File: src/rtl/addr_decoder_n.sv
// Serial-bus address decoder: LSB-first device address, slave select/routing, one parked split.
// Optional WAIT watchdog enabled by defining ADDR_DEC_TIMEOUT_EN.
module addr_decoder_n #(
  parameter int NUM_SLAVES = 3,
  parameter int DEV_ADDR_WIDTH = 4,
  parameter int SEL_WIDTH = 2,
  parameter logic [NUM_SLAVES-1:0] SPLIT_MASK = 'b100
`ifdef ADDR_DEC_TIMEOUT_EN
  , parameter int TIMEOUT_CYCLES = 1024
`endif
) (
  input  logic                  clk,
  input  logic                  rstn,
  input  logic                  mwdata,
  input  logic                  mvalid,
  input  logic                  ssplit,
  input  logic                  split_grant,
  input  logic [NUM_SLAVES-1:0] sready,
  output logic [NUM_SLAVES-1:0] mvalid_s,
  output logic [SEL_WIDTH-1:0]  ssel,
  output logic                  ack,
  output logic                  nack,
  output logic                  split_pend,
  output logic                  timeout
);

  // state   | meaning
  // IDLE    | bus free; waits for mvalid or a split resume
  // ADDR    | shifting in address bits 1..DEV_ADDR_WIDTH-1
  // CONNECT | single decision cycle: ack or nack
  // WAIT    | connected to ssel until completion, split or watchdog
  localparam logic [1:0] IDLE    = 2'd0;
  localparam logic [1:0] ADDR    = 2'd1;
  localparam logic [1:0] CONNECT = 2'd2;
  localparam logic [1:0] WAIT    = 2'd3;

  localparam int CW = (DEV_ADDR_WIDTH > 2) ? $clog2(DEV_ADDR_WIDTH) : 1;
  localparam logic [CW-1:0] BIT_LOAD = CW'(DEV_ADDR_WIDTH - 2);

  logic [1:0]                state_q, state_d;
  logic [DEV_ADDR_WIDTH-1:0] addr_q, addr_d;
  logic [CW-1:0]             bit_cnt_q, bit_cnt_d;
  logic [SEL_WIDTH-1:0]      ssel_q, ssel_d;
  logic [SEL_WIDTH-1:0]      split_addr_q, split_addr_d;
  logic                      split_pend_q, split_pend_d;
  logic                      busy_seen_q, busy_seen_d;

  logic addr_in_range, addr_ready, sel_ready, sel_can_split;
  logic in_connect, in_wait, addr_valid, split_take, wait_done, enter_wait;

  always_comb begin
    addr_in_range = 1'b0;
    addr_ready    = 1'b0;
    sel_ready     = 1'b0;
    sel_can_split = 1'b0;
    for (int k = 0; k < NUM_SLAVES; k++) begin
      if (int'(addr_q) == k) begin
        addr_in_range = 1'b1;
        addr_ready    = sready[k];
      end
      if (int'(ssel_q) == k) begin
        sel_ready     = sready[k];
        sel_can_split = SPLIT_MASK[k];
      end
    end
  end

  assign in_connect = (state_q == CONNECT);
  assign in_wait    = (state_q == WAIT);
  // The parked slave is refused so a second split can never be requested.
  assign addr_valid = addr_in_range & addr_ready &
                      ~(split_pend_q & (int'(addr_q) == int'(split_addr_q)));
  assign split_take = in_wait & ssplit & sel_can_split;
  assign wait_done  = in_wait & sel_ready & busy_seen_q;

  assign ack        = in_connect & addr_valid;
  assign nack       = in_connect & ~addr_valid;
  assign ssel       = ssel_q;
  assign split_pend = split_pend_q;

`ifdef ADDR_DEC_TIMEOUT_EN
  localparam int TW = (TIMEOUT_CYCLES > 1) ? $clog2(TIMEOUT_CYCLES) : 1;
  localparam logic [TW-1:0] WCNT_LAST = TW'(TIMEOUT_CYCLES - 1);
  logic [TW-1:0] wcnt_q, wcnt_d;
  assign timeout = in_wait & ~split_take & ~wait_done & (wcnt_q == WCNT_LAST);
`else
  assign timeout = 1'b0;
`endif

  always_comb begin
    mvalid_s = '0;
    for (int k = 0; k < NUM_SLAVES; k++) begin
      if (int'(ssel_q) == k) mvalid_s[k] = mvalid & (ack | in_wait);
    end
  end

  always_comb begin
    state_d      = state_q;
    addr_d       = addr_q;
    bit_cnt_d    = bit_cnt_q;
    ssel_d       = ssel_q;
    split_addr_d = split_addr_q;
    split_pend_d = split_pend_q;
    busy_seen_d  = busy_seen_q;
    enter_wait   = 1'b0;
`ifdef ADDR_DEC_TIMEOUT_EN
    wcnt_d       = wcnt_q;
`endif
    case (state_q)
      IDLE: begin
        if (split_grant && split_pend_q) begin
          state_d      = WAIT;
          ssel_d       = split_addr_q;
          split_pend_d = 1'b0;
          enter_wait   = 1'b1;
        end else if (mvalid) begin
          state_d   = ADDR;
          addr_d    = {mwdata, addr_q[DEV_ADDR_WIDTH-1:1]};
          bit_cnt_d = BIT_LOAD;
        end
      end
      ADDR: begin
        // Bits enter at the MSB and shift down, so bit 0 lands in place last.
        addr_d = {mwdata, addr_q[DEV_ADDR_WIDTH-1:1]};
        if (bit_cnt_q == '0) begin
          state_d = CONNECT;
          ssel_d  = SEL_WIDTH'(addr_d);
        end else begin
          bit_cnt_d = bit_cnt_q - 1'b1;
        end
      end
      CONNECT: begin
        if (addr_valid) begin
          state_d    = WAIT;
          enter_wait = 1'b1;
        end else begin
          state_d = IDLE;
        end
      end
      WAIT: begin
        if (!sel_ready) busy_seen_d = 1'b1;
        if (split_take) begin
          split_addr_d = ssel_q;
          split_pend_d = 1'b1;
          state_d      = IDLE;
        end else if (wait_done) begin
          state_d = IDLE;
        end
`ifdef ADDR_DEC_TIMEOUT_EN
        else if (timeout) begin
          state_d = IDLE;
        end else begin
          wcnt_d = wcnt_q + 1'b1;
        end
`endif
      end
      default: state_d = IDLE;
    endcase
    if (enter_wait) begin
      busy_seen_d = 1'b0;
`ifdef ADDR_DEC_TIMEOUT_EN
      wcnt_d      = '0;
`endif
    end
  end

  always_ff @(posedge clk) begin
    if (!rstn) begin
      state_q      <= IDLE;
      addr_q       <= '0;
      bit_cnt_q    <= '0;
      ssel_q       <= '0;
      split_addr_q <= '0;
      split_pend_q <= 1'b0;
      busy_seen_q  <= 1'b0;
`ifdef ADDR_DEC_TIMEOUT_EN
      wcnt_q       <= '0;
`endif
    end else begin
      state_q      <= state_d;
      addr_q       <= addr_d;
      bit_cnt_q    <= bit_cnt_d;
      ssel_q       <= ssel_d;
      split_addr_q <= split_addr_d;
      split_pend_q <= split_pend_d;
      busy_seen_q  <= busy_seen_d;
`ifdef ADDR_DEC_TIMEOUT_EN
      wcnt_q       <= wcnt_d;
`endif
    end
  end

endmodule

File: config.mk
export PLATFORM = sky130hd
export DESIGN_NAME = addr_decoder_n
export DESIGN_NICKNAME = d
export VERILOG_FILES = /design/src/rtl/addr_decoder_n.sv
export SDC_FILE = /design/constraint.sdc
export NUM_CORES = 1
export LEC_CHECK = 0
export CAP_MARGIN = 0
export CORE_ASPECT_RATIO = 0.75
export CORE_MARGIN = 8
export CORE_UTILIZATION = 30
export DETAILED_ROUTE_END_ITERATION = 16
export PLACE_DENSITY = 0.5
export SLEW_MARGIN = 20
export SYNTH_ARGS = -nofsm -noshare
export SYNTH_HDL_FRONTEND = slang
export SYNTH_SLANG_ARGS = --single-unit
File: constraint.sdc
create_clock -name clk -period 3.38 [get_ports clk]
set_clock_uncertainty 0.05 [all_clocks]
set_input_delay 1.014 -clock clk [delete_from_list [all_inputs] [get_ports clk]]
set_output_delay 1.014 -clock clk [all_outputs]
set_load 0.005 [all_outputs]
# Word-level counts from Yosys, hierarchy flattened
# Index checks and enable logic that the tools add are counted.
# W data, S select, Z words.
# classes
eq_ne,16
bitwise,15
addsub,1
reduce_logical,15
muxes,36
# ops
op,n
$mux W2,11
$mux W1,17
$reduce_and A3 Y1,4
$and A1 B1 Y1,10
$ne A2 B2 Y1 const B,5
$eq A2 B2 Y1 const B,4
$mux W4,2
$pmux W2 S2,2
$pmux W2 S4,1
$pmux W4 S2,1
$logic_not A2 Y1,3
$eq A4 B2 Y1 const B,1
$eq A4 B3 Y1,1
$eq A4 B3 Y1 const B,1
$logic_not A4 Y1,1
$not A1 Y1,4
$pmux W1 S2,2
$reduce_and A2 Y1,2
$reduce_and A4 Y1,1
$reduce_bool A2 Y1,2
$ne A3 B1 Y1 const B,1
$ne A3 B3 Y1 const B,1
$eq A2 B1 Y1 const B,1
$ne A2 B1 Y1 const B,1
other kinds (4),4
# word_totals
ff_bits,14
inputBits,9

# Longest topological paths before layout
# logic_depth
depth_word,10
depth_mapped,6

# Least setup slack after synthesis
# Ideal clock, no wire load.
# synth_timing
kind,input port to output port
startpoint,input port sready[2]
endpoint,output port mvalid_s[0]
path_stages,4
arrival_ns,1.750
path_slack_ns,0.566
cell_sequence,nand2b_4 > a211oi_4 > a31oi_2 > nor4_1
# synth_between
elab_chain_len,7
# synth_lines
element,line,rtl
"start, declared",18,"input logic [NUM_SLAVES-1:0] sready,"
$mux W1,57,if (int'(addr_q) == k) begin
$and A1 B1 Y1 (2 in series),71,assign addr_valid = addr_in_range & addr_ready &
$and A1 B1 Y1,76,assign ack = in_connect & addr_valid;
$or A1 B1 Y1,93,if (int'(ssel_q) == k) mvalid_s[k] = mvalid & (ack | in_wait);
$and A1 B1 Y1,93,
$mux W1,93,
"end, declared",19,"output logic [NUM_SLAVES-1:0] mvalid_s,"
# No other way between the ends.

# Worst setup path in the final report
# layout_timing
startpoint,input port sready[1]
endpoint,output port mvalid_s[1]
# layout_between
elab_chain_len,8
# layout_lines
element,line
$mux W1 (2 in series),57
$and A1 B1 Y1 (2 in series),71
$and A1 B1 Y1,76
$or A1 B1 Y1,93
$and A1 B1 Y1,93
$mux W1,93
# No other way between the ends.

==> flow_metrics.py <==
metrics = {
    "power_and_ir_drop": {
        "power.density_nw_per_um2": 470,
        "p_leak_nw": 0.411,
        "ir_drop_mv": 0.181,
    },
    "routing": {
        "ant_nets": 0,
        "routedWlPerCell_um": 13.2,
        "drcViolationCount": 0,
        "wl_um": 1890,
        "first_pass_iters": 4,
        "drt_iter0_drc": 21,
        "vias": 685,
        "via_per_inst": 4.79,
    },
    "final_layout": {
        "fillCellCount": 278,
        "nets": 118,
        "drive_above_1_share": 0.187,
        "syn_to_final_growth_pct": 30.4,
        "antenna_cells": 0,
    },
    "grt": {
        "grt_max_degree": 13,
        "antenna_found_initial": 0,
        "track_usage": 0.0895,
        "overflow": 0,
        "grt_pass1_wl_um": 3150,
        "grt_pass1_vias": 685,
    },
    "die": {
        "die_h_um": 60.7,
        "die_w_um": 75.6,
        "start_util": 0.312,
        "core-area_um2": 2560,
        "core.rowCount": 16,
        "dieArea_um2": 4580,
        "io_pins": 18,
    },
    "cts": {
        "cts_root_buf": "clkbuf_4",
        "cts_setup_buffers": 0,
        "cts-hold-fix-buffers": 0,
        "cts_tree": "done",
        "clockBufferDepth": 2,
        "cts_max_level": 1,
        "clock-sinks": 14,
        "clkTransAtPathRegs_ns": 0.08,
        "worstSkewPairLatency_ns": 0.28,
        "cts_buffers": 3,
    },
    "worst_setup_path": {
        "cp-end-kind": "output pin",
        "critPathRequiredTime_ns": 2.32,
        "cp_max_fo": 3,
        "cp.arrival_ns": 2.28,
        "crit_type": "in -> out",
        "startpoint_type": "input pin",
    },
    "min_path": {
        "hold_class": "reg -> reg",
    },
    "sta": {
        "whs_ns": 0.422,
        "fmax_mhz": 299,
        "min_period_ns": 3.34,
        "drv_slew": 0,
        "hold_viol": 0,
        "fin_crit_sh": 0.988,
        "worstMarginPinSlew_ns": 0.551,
        "relSlewSlack": 0.623,
        "setup-tns-final_ns": 0,
        "setup_viol": 0,
    },
    "synth": {
        "synth_seq_area_share": 0.351,
        "synth.ff_latch_count": 14,
        "avgSynthCellArea_um2": 9.07,
        "yosysUniqueCellTypes": 38,
        "netlist_instances": 88,
        "synthesis.area_um2": 798,
        "synth_warnings": 0,
        "synth_fp_nets": 98,
    },
    "place": {
        "port_buffers": 16,
        "routabilityCongestion": 0.709,
        "dp_hpwl_um": 1490,
    },
    "status": {
        "status": "completed",
    },
    "flow_run": {
        "max_cap_viol_count": 0,
    },
}
flip-flops by register name (all words and copies together), names as in the netlist:
| signal | flops |
|---|---|
| bit_cnt_q | 2 |
| addr_q | 4 |
| busy_seen_q | 1 |
| split_pend | 1 |
| state_q | 2 |
| ssel | 2 |
| split_addr_q | 2 |
cells by family (layout without fill, tap and decap cells):
logic type               after synthesis  count (layout)  share of synthesized area
other                                  1               1                    0.00470
AND/OR/NAND/NOR                       33              33                      0.248
multiplexers                           7               7                     0.0878
flip-flops                            14              14                      0.351
adder cells (fa/ha/maj)                1               1                     0.0157
buffers and inverters                 10              29                     0.0549
AO/OA/AOI/OAI                         20              20                      0.216
XOR/XNOR                               2               2                     0.0219
cell usage in the layout, fill, tap and decap left out, drive strengths merged:
| master | instances |
|---|---|
| a2111oi | 1 |
| a211o | 1 |
| a211oi | 4 |
| a21boi | 1 |
| a21oi | 4 |
| a221o | 1 |
| a311oi | 1 |
| a31oi | 2 |
| and2 | 1 |
| and3 | 2 |
| buf | 5 |
| clkbuf | 5 |
| clkdlybuf4s15 | 1 |
| clkdlybuf4s50 | 9 |
| conb | 1 |
| dfxtp | 14 |
| dlygate4sd2 | 2 |
| dlymetal6s2s | 1 |
| ha | 1 |
| inv | 6 |
| mux2i | 7 |
| nand2 | 5 |
| nand2b | 4 |
| nand3 | 2 |
| nand3b | 2 |
| nand4 | 2 |
| nor2 | 8 |
| nor2b | 3 |
| nor3b | 2 |
| nor4 | 1 |
| nor4b | 1 |
| o21ai | 3 |
| o21bai | 1 |
| o221a | 1 |
| xnor2 | 2 |
power by group:
group	internal [mW]	switching, mW
clock network	0.0655	0.0550
registers	0.183	0.0346
logic	0.0814	0.0692
synthesized netlist by cell type, drive strengths merged:
library cell,n,area share
dfxtp,14,0.35
nor2,8,0.038
mux2i,7,0.088
inv,6,0.028
nand2,5,0.024
a211oi,4,0.053
a21oi,4,0.030
nand2b,4,0.041
buf,3,0.022
nor2b,3,0.024
o21ai,3,0.019
a31oi,2,0.024
and3,2,0.016
nand3,2,0.019
nand3b,2,0.019
nand4,2,0.016
nor3b,2,0.019
xnor2,2,0.022
a2111oi,1,0.011
a211o,1,0.011
a21boi,1,0.0094
a221o,1,0.013
a311oi,1,0.019
and2,1,0.0078
clkbuf,1,0.0047
conb,1,0.0047
ha,1,0.016
nor4,1,0.0078
nor4b,1,0.019
o21bai,1,0.014
o221a,1,0.014
cell type report:
cell class / count / area [um2] / share of cell area
tap: 36 / 45.0 / 0.0433
inverter: 6 / 22.5 / 0.0216
sequential: 14 / 280 / 0.269
clock buffer: 4 / 36.3 / 0.0349
timing repair buffer: 19 / 168 / 0.161
multi-input combinational: 64 / 489 / 0.470
critical path, stage by stage:
cell             delay (ns)
clkdlybuf4s50_1        0.45
a211o_1                0.37
a31oi_4                0.24
nor4b_2                0.07
buf_2                  0.14
layer usage:
metal / track usage / up-vias / share of wire
met1: 0.112 / 323 / 0.49
met2: 0.140 / 8 / 0.45
met3: 0.0380 / 2 / 0.047
met4: 0.0163 / 0 / 0.0053
li1: - / 352 / -
met5: 0 / - / 0
what timing repair did:
action | in CTS | in global routing
cloned | 0 | 0
resized for setup | 13 | 5
pin swaps | 3 | 3
endpoints found under the setup margin | 5 | 5
final timing paths:
check                       to  slack (ns)  cells after the start    startpoint
setup / recovery   mvalid_s[1]        0.04                      5     sready[1]
hold / removal    bit_cnt_q[0]        0.42                      1  bit_cnt_q[0]
setup reg to reg    state_q[0]        1.82                      6     addr_q[0]
hold reg to reg   bit_cnt_q[0]        0.42                      1  bit_cnt_q[0]
per-stage QoR:
step / cell area [um2] / setup slack [ns] / power (mW) / util / std cells
after CTS: 1040 / -0.0881 / 0.492 / 0.407 / 143
after global routing: 1040 / -0.00430 / 0.525 / 0.406 / 143
after detailed placement: 1000 / -0.536 / 0.371 / 0.392 / 139
after floorplan: 798 / 0.566 / 0.317 / - / 88
after global placement: 1000 / -0.493 / 0.368 / 0.392 / 139
final: 1040 / 0.0404 / 0.489 / 0.406 / 143
Power figures use the tool's default switching activity.
